--- src/rtl/execute_pkg.sv ---
// rtl/execute_pkg.sv - Shared ALU opcode, forwarding-select and FSM state types for the execute stage.
package execute_pkg;

  typedef enum logic [3:0] {
    ALU_AND   = 4'b0000,
    ALU_OR    = 4'b0001,
    ALU_ADD   = 4'b0010,
    ALU_SUB   = 4'b0110,
    ALU_PASSB = 4'b0111,
    ALU_NOR   = 4'b1100,
    ALU_MUL   = 4'b1000
  } alu_op_t;

  // Code 2'b11 is reserved and selects the register-file value like FWD_REG.
  typedef enum logic [1:0] {
    FWD_REG = 2'b00,
    FWD_WB  = 2'b01,
    FWD_MEM = 2'b10
  } fwd_sel_t;

  typedef enum logic {
    ST_RUN = 1'b0,
    ST_MUL = 1'b1
  } exe_state_t;

endpackage

--- src/rtl/mul_iter.sv ---
// rtl/mul_iter.sv - Iterative shift-add multiplier, one partial product per cycle, low N bits kept.
module mul_iter #(
  parameter int N = 64
) (
  input  logic         clk,
  input  logic         reset,
  input  logic         start_i,
  input  logic [N-1:0] a_i,
  input  logic [N-1:0] b_i,
  output logic         busy_o,
  output logic         done_o,
  output logic [N-1:0] product_o
);

  localparam int CW = $clog2(N + 1);

  logic [N-1:0]  mcand_q, mcand_d;
  logic [N-1:0]  mplier_q, mplier_d;
  logic [N-1:0]  acc_q, acc_d;
  logic [CW-1:0] cnt_q, cnt_d;
  logic          busy_q, busy_d;

  // done is held for exactly one cycle after the N-th step so the owner can capture acc_q.
  assign done_o    = busy_q && (cnt_q == CW'(N));
  assign busy_o    = busy_q;
  assign product_o = acc_q;

  always_comb begin
    mcand_d  = mcand_q;
    mplier_d = mplier_q;
    acc_d    = acc_q;
    cnt_d    = cnt_q;
    busy_d   = busy_q;
    if (start_i) begin
      busy_d   = 1'b1;
      cnt_d    = '0;
      acc_d    = '0;
      mcand_d  = a_i;
      mplier_d = b_i;
    end else if (done_o) begin
      busy_d = 1'b0;
    end else if (busy_q) begin
      if (mplier_q[0]) begin
        acc_d = acc_q + mcand_q;
      end
      mcand_d  = mcand_q << 1;
      mplier_d = mplier_q >> 1;
      cnt_d    = cnt_q + CW'(1);
    end
  end

  always_ff @(posedge clk or posedge reset) begin
    if (reset) begin
      mcand_q  <= '0;
      mplier_q <= '0;
      acc_q    <= '0;
      cnt_q    <= '0;
      busy_q   <= 1'b0;
    end else begin
      mcand_q  <= mcand_d;
      mplier_q <= mplier_d;
      acc_q    <= acc_d;
      cnt_q    <= cnt_d;
      busy_q   <= busy_d;
    end
  end

endmodule

--- src/rtl/execute_pipe.sv ---
// rtl/execute_pipe.sv - LEGv8 execute stage: forwarding muxes, ALU, branch target, registered EX/MEM outputs.
// Define EXECUTE_MUL_EN to run AluControl 1000 on the iterative mul_iter multiplier.
module execute_pipe
  import execute_pkg::*;
#(
  parameter int N        = 64,
  parameter int BR_SHIFT = 2
) (
  input  logic         clk,
  input  logic         reset,
  input  logic         valid_i,
  output logic         ready_o,
  input  logic         AluSrc,
  input  logic [3:0]   AluControl,
  input  logic [1:0]   fwdA,
  input  logic [1:0]   fwdB,
  input  logic [N-1:0] PC_E,
  input  logic [N-1:0] signImm_E,
  input  logic [N-1:0] readData1_E,
  input  logic [N-1:0] readData2_E,
  input  logic [N-1:0] memResult,
  input  logic [N-1:0] wbResult,
  output logic         valid_o,
  input  logic         ready_i,
  output logic         zero_M,
  output logic [N-1:0] PCBranch_M,
  output logic [N-1:0] aluResult_M,
  output logic [N-1:0] writeData_M
);

  logic [N-1:0] fwd_a, fwd_b, op_b, alu_res, pc_branch;
  logic         accept;

  exe_state_t   state_q, state_d;
  logic         valid_q, valid_d;
  logic         zero_q, zero_d;
  logic [N-1:0] pcb_q, pcb_d;
  logic [N-1:0] res_q, res_d;
  logic [N-1:0] wdata_q, wdata_d;

  always_comb begin
    case (fwdA)
      FWD_WB:  fwd_a = wbResult;
      FWD_MEM: fwd_a = memResult;
      default: fwd_a = readData1_E;
    endcase
    case (fwdB)
      FWD_WB:  fwd_b = wbResult;
      FWD_MEM: fwd_b = memResult;
      default: fwd_b = readData2_E;
    endcase
  end

  assign op_b      = AluSrc ? signImm_E : fwd_b;
  assign pc_branch = PC_E + (signImm_E << BR_SHIFT);

  // MUL is not handled here: it yields 0 in the single-cycle path and the multiplier supplies it otherwise.
  always_comb begin
    alu_res = '0;
    case (AluControl)
      ALU_AND:   alu_res = fwd_a & op_b;
      ALU_OR:    alu_res = fwd_a | op_b;
      ALU_ADD:   alu_res = fwd_a + op_b;
      ALU_SUB:   alu_res = fwd_a - op_b;
      ALU_PASSB: alu_res = op_b;
      ALU_NOR:   alu_res = ~(fwd_a | op_b);
      default:   alu_res = '0;
    endcase
  end

  assign ready_o = (state_q == ST_RUN) && (!valid_q || ready_i);
  assign accept  = valid_i && ready_o;

`ifdef EXECUTE_MUL_EN
  logic         mul_start, mul_busy, mul_done;
  logic [N-1:0] mul_prod, pcb_hold_q, wdata_hold_q;

  mul_iter #(
    .N(N)
  ) u_mul (
    .clk      (clk),
    .reset    (reset),
    .start_i  (mul_start),
    .a_i      (fwd_a),
    .b_i      (op_b),
    .busy_o   (mul_busy),
    .done_o   (mul_done),
    .product_o(mul_prod)
  );

  // Side results of a multiply are captured at acceptance so forwarding changes cannot reach them.
  always_ff @(posedge clk or posedge reset) begin
    if (reset) begin
      pcb_hold_q   <= '0;
      wdata_hold_q <= '0;
    end else if (mul_start) begin
      pcb_hold_q   <= pc_branch;
      wdata_hold_q <= fwd_b;
    end
  end
`endif

  always_comb begin
    state_d = state_q;
    valid_d = valid_q;
    zero_d  = zero_q;
    pcb_d   = pcb_q;
    res_d   = res_q;
    wdata_d = wdata_q;
`ifdef EXECUTE_MUL_EN
    mul_start = 1'b0;
`endif
    if (valid_q && ready_i) begin
      valid_d = 1'b0;
    end
    case (state_q)
      ST_RUN: begin
        if (accept) begin
`ifdef EXECUTE_MUL_EN
          if (AluControl == ALU_MUL) begin
            state_d   = ST_MUL;
            mul_start = 1'b1;
          end else begin
`else
          begin
`endif
            valid_d = 1'b1;
            res_d   = alu_res;
            zero_d  = (alu_res == '0);
            pcb_d   = pc_branch;
            wdata_d = fwd_b;
          end
        end
      end
      ST_MUL: begin
`ifdef EXECUTE_MUL_EN
        if (mul_done) begin
          state_d = ST_RUN;
          valid_d = 1'b1;
          res_d   = mul_prod;
          zero_d  = (mul_prod == '0);
          pcb_d   = pcb_hold_q;
          wdata_d = wdata_hold_q;
        end else if (!mul_busy) begin
          state_d = ST_RUN;
        end
`else
        state_d = ST_RUN;
`endif
      end
      default: state_d = ST_RUN;
    endcase
  end

  always_ff @(posedge clk or posedge reset) begin
    if (reset) begin
      state_q <= ST_RUN;
      valid_q <= 1'b0;
      zero_q  <= 1'b0;
      pcb_q   <= '0;
      res_q   <= '0;
      wdata_q <= '0;
    end else begin
      state_q <= state_d;
      valid_q <= valid_d;
      zero_q  <= zero_d;
      pcb_q   <= pcb_d;
      res_q   <= res_d;
      wdata_q <= wdata_d;
    end
  end

  assign valid_o     = valid_q;
  assign zero_M      = zero_q;
  assign PCBranch_M  = pcb_q;
  assign aluResult_M = res_q;
  assign writeData_M = wdata_q;

endmodule

--- config.mk ---
export PLATFORM = sky130hd
export DESIGN_NAME = execute_pipe
export DESIGN_NICKNAME = d
export VERILOG_FILES = /design/src/rtl/execute_pkg.sv /design/src/rtl/mul_iter.sv /design/src/rtl/execute_pipe.sv
export SDC_FILE = /design/constraint.sdc
export NUM_CORES = 1
export LEC_CHECK = 0
export ABC_CLOCK_PERIOD_IN_PS = 12220
export CORE_AREA = 10 10 225 227
export DETAILED_ROUTE_END_ITERATION = 7
export DIE_AREA = 0 0 235 237
export HOLD_SLACK_MARGIN = 0.1
export PLACE_DENSITY = 0.78
export SLEW_MARGIN = 5
export SYNTH_ARGS = -nofsm -noshare
export SYNTH_HDL_FRONTEND = slang
export SYNTH_HIERARCHICAL = 1
export SYNTH_SLANG_ARGS = --single-unit
--- constraint.sdc ---
create_clock -name clk -period 12.22 [get_ports clk]
set_input_delay 1.833 -clock clk [delete_from_list [all_inputs] [get_ports clk]]
set_output_delay 1.833 -clock clk [all_outputs]
set_load 0.02 [all_outputs]
==> results_dict.tcl <==
set metrics [dict create \
    ys.warnings.count 6 \
    slew_headroom 0.116 \
    htreeDepth 4 \
    portBuffers 591 \
    rr_worst_depth 11 \
    rsz0062_at_grt "false" \
    synth-main-ff-cell "dfrtp_1" \
    routedWlPerCell_um 30.4 \
    wl_um 125000 \
    hold_depth 2 \
    viasPerCell 6.80 \
    max-vdd-ir-drop_v 0.000115 \
    synth_edf_count 0 \
    drc_errors 17 \
    grt_max_degree 96 \
    routed-via-count 28000 \
    post-route-min-period_ns 9.86 \
    swShare 0.476 \
    syn_inst 3021 \
    postCtsSetupBuffers 0 \
    status "finished with violations" \
    grtUsageTotal 0.428 \
    die_w_um 235 \
    final_antenna_net_count 0 \
    yosysTopAreaCell "dfrtp_1" \
    cp.arrival_ns 10.33 \
    synth_nets 3566 \
    min_path_type "reg -> reg" \
    slew_violations 0 \
    netlist_top_cells_area "dfrtp_1 22%, nand2_1 8.8%, ha_1 8.2%" \
    power_leakage_uw 0.0119 \
    ios 592 \
    synth_top_area_share 0.218 \
    die_area_um2 55700 \
    routabilityCongestion 1.11 \
    start_util 0.482 \
    crit_type "in -> reg" \
    drtIter0Drc 3643 \
    avgSynthCellArea_um2 7.37 \
    area_growth_pct 30.5 \
    postCtsResizedCells 0 \
    startpoint_type "input pin" \
    sequentialPowerShare 0.245 \
    fin_hold_ws_ns 0.479 \
    hold_viol 0 \
    dr.pass1.iters 8 \
    cp.required_ns 12.69 \
    p_comb_frac 0.574 \
    power.switching_uw 1640 \
    overflow 0 \
    fin_crit_sh 0.807 \
    worstPathMaxFanout 54 \
    violations "DRC" \
    antenna_found_initial 29 \
    ys_ff_latch 194 \
    cts_buffers 17 \
    fin_skew_ns 0.0161 \
    hpwl_um 99900 \
    synth_area_um2 22300 \
    ctsHoldBuffers 0 \
    cts_root_buf "clkbuf_16" \
    setup_viol 0 \
    power_density_nw_per_um2 119 \
    setup_tns_ns 0 \
    worst_pin_slew_ns 1.31 \
    synth_cell_type_count 95 \
    clock_sink_count 194 \
    cts_tree "done" \
    grt_pass1_wl_um 180000 \
    async_reset_ff_frac 1.00 \
    finalNetCount 4010 \
    clock_latency_ns 0.53 \
    rows 79 \
    timing.fmax_mhz 101 \
    die_h_um 237 \
    clkPwrFrac 0.181 \
    clk_path_buf_depth 2 \
    fillerInstances 4117 \
    stdcell_count 4115 \
    clk_pin_slew_ns 0.09 \
    dp.cells 4053 \
    drv_cap 0 \
    p_int_uw 1800 \
    worstSetupEndpointType "flip-flop" \
    grt_pass1_vias 26700 \
    drive_gt1_frac 0.0391 \
    core_area_um2 46200 \
    ys_seq_area_frac 0.218 \
]
area by class of cell:
class / count / area [um2] / share of cell area
multi-input cells: 2552 / 16300 / 0.561
repair buffers: 629 / 6190 / 0.213
flip-flops and latches: 194 / 4850 / 0.167
well taps: 607 / 759 / 0.0261
clock buffers: 18 / 429 / 0.0148
inverters: 71 / 274 / 0.00943
clock inverters: 14 / 158 / 0.00543
diodes: 30 / 75.1 / 0.00258
state kept, by name (all words and copies together) (netlist names):
register / flops
aluResult_M: 64
writeData_M: 64
valid_o: 1
PCBranch_M: 64
zero_M: 1
synth_stat cells, types with 15 or more instances:
cell      instances
or3_1            27
nand2b_1         28
and2_1           20
dfrtp_1         194
xnor2_1          87
mux2i_1          19
nand2_1         523
maj3_1           54
nand3_1          44
or2_2            20
nand4_1          47
a31oi_1          23
clkbuf_1        148
xor2_1           62
buf_2            24
o21bai_1         15
inv_1            69
o21ai_0         311
a21oi_1         239
a22oi_1          85
nor3_1           76
nor4_1           21
buf_1            19
a21o_1           70
o21a_1           32
o211ai_1         29
o31ai_1          68
nor2_1          141
a221oi_1         38
a221o_1          27
ha_1            146
nor2b_1          31
a211oi_1         32
cell families (layout without fill, tap and decap cells):
kind of cell / Yosys count / after routing / synth area share
adder cells (fa/ha/maj): 202 / 202 / 0.108
other: 0 / 30 / 0
flip-flops: 194 / 194 / 0.218
AO/OA/AOI/OAI: 1133 / 1133 / 0.335
buffers and inverters: 275 / 732 / 0.0521
AND/OR/NAND/NOR: 1044 / 1044 / 0.217
multiplexers: 24 / 24 / 0.0111
XOR/XNOR: 149 / 149 / 0.0586
power groups by stage:
stage / Clock (uW) / Combinational, uW / Sequential (uW)
2_1_floorplan: 0 / 962 / 978
3_3_place_gp: 0 / 1900 / 847
3_5_place_dp: 0 / 1920 / 851
4_1_cts: 625 / 1930 / 839
5_1_grt: 646 / 2090 / 852
6_report: 624 / 1980 / 843
critical path: stages:
cell	delay (ns)
clkdlybuf4s50_1	0.55
inv_1	0.10
ha_4	0.61
nor2b_1	0.53
a222oi_1	0.39
or4_1	0.64
nor3_1	0.22
nand2_1	0.16
nor3_2	0.57
and2_1	0.33
a21oi_1	0.11
xnor2_1	0.15
ha_1	0.53
nand4_1	0.24
or3_1	0.43
a2111oi_0	0.92
nand2b_1	0.26
xnor2_1	0.13
o221ai_1	0.37
nor4_2	0.56
nand4_1	0.15
nor4_1	0.30
a41o_1	0.21
path summary, 6_finish.rpt:
path / from / endpoint / slack [ns]
max in group asynchronous: reset / aluResult_M[11] / 9.08
worst max-delay path: fwdB[0] / zero_M / 2.36
worst min register to register: aluResult_M[47] / aluResult_M[47] / 0.48
worst min-delay path: aluResult_M[47] / aluResult_M[47] / 0.48
min in group asynchronous: reset / valid_o / 1.76
worst max register to register: valid_o / zero_M / 8.56
placed cells by master (no fill, tap or decap), types with 21 or more instances in the layout:
cell type / n
a211oi_1: 32
a21o_1: 70
a21oi_1: 239
a221o_1: 27
a221oi_1: 38
a22oi_1: 85
a31oi_1: 23
buf_4: 39
clkdlybuf4s50_1: 589
dfrtp_1: 194
diode_2: 30
ha_1: 142
inv_1: 68
maj3_1: 54
nand2_1: 521
nand2b_1: 28
nand3_1: 44
nand4_1: 47
nor2_1: 139
nor2b_1: 31
nor3_1: 75
nor4_1: 21
o211ai_1: 29
o21a_1: 32
o21ai_0: 311
o31ai_1: 67
or3_1: 27
xnor2_1: 87
xor2_1: 62
layer usage:
layer | part of all wire | vias up | global-route usage
met2 | 0.45 | 2091 | 0.679
met5 | 0.00034 | - | 0
met3 | 0.10 | 606 | 0.123
li1 | - | 12200 | -
met1 | 0.35 | 13100 | 0.470
met4 | 0.095 | 6 | 0.355
metrics by stage:
step	util	power, uW	setup slack [ns]	cell area [um2]
after floorplan	-	1940	4.21	22300
after global placement	0.615	2740	2.21	28400
after detailed placement	0.615	2770	2.09	28400
after CTS	0.628	3390	2.64	29000
after global routing	0.629	3590	1.94	29000
final	0.629	3450	2.36	29100
Power figures use the tool's default switching activity.
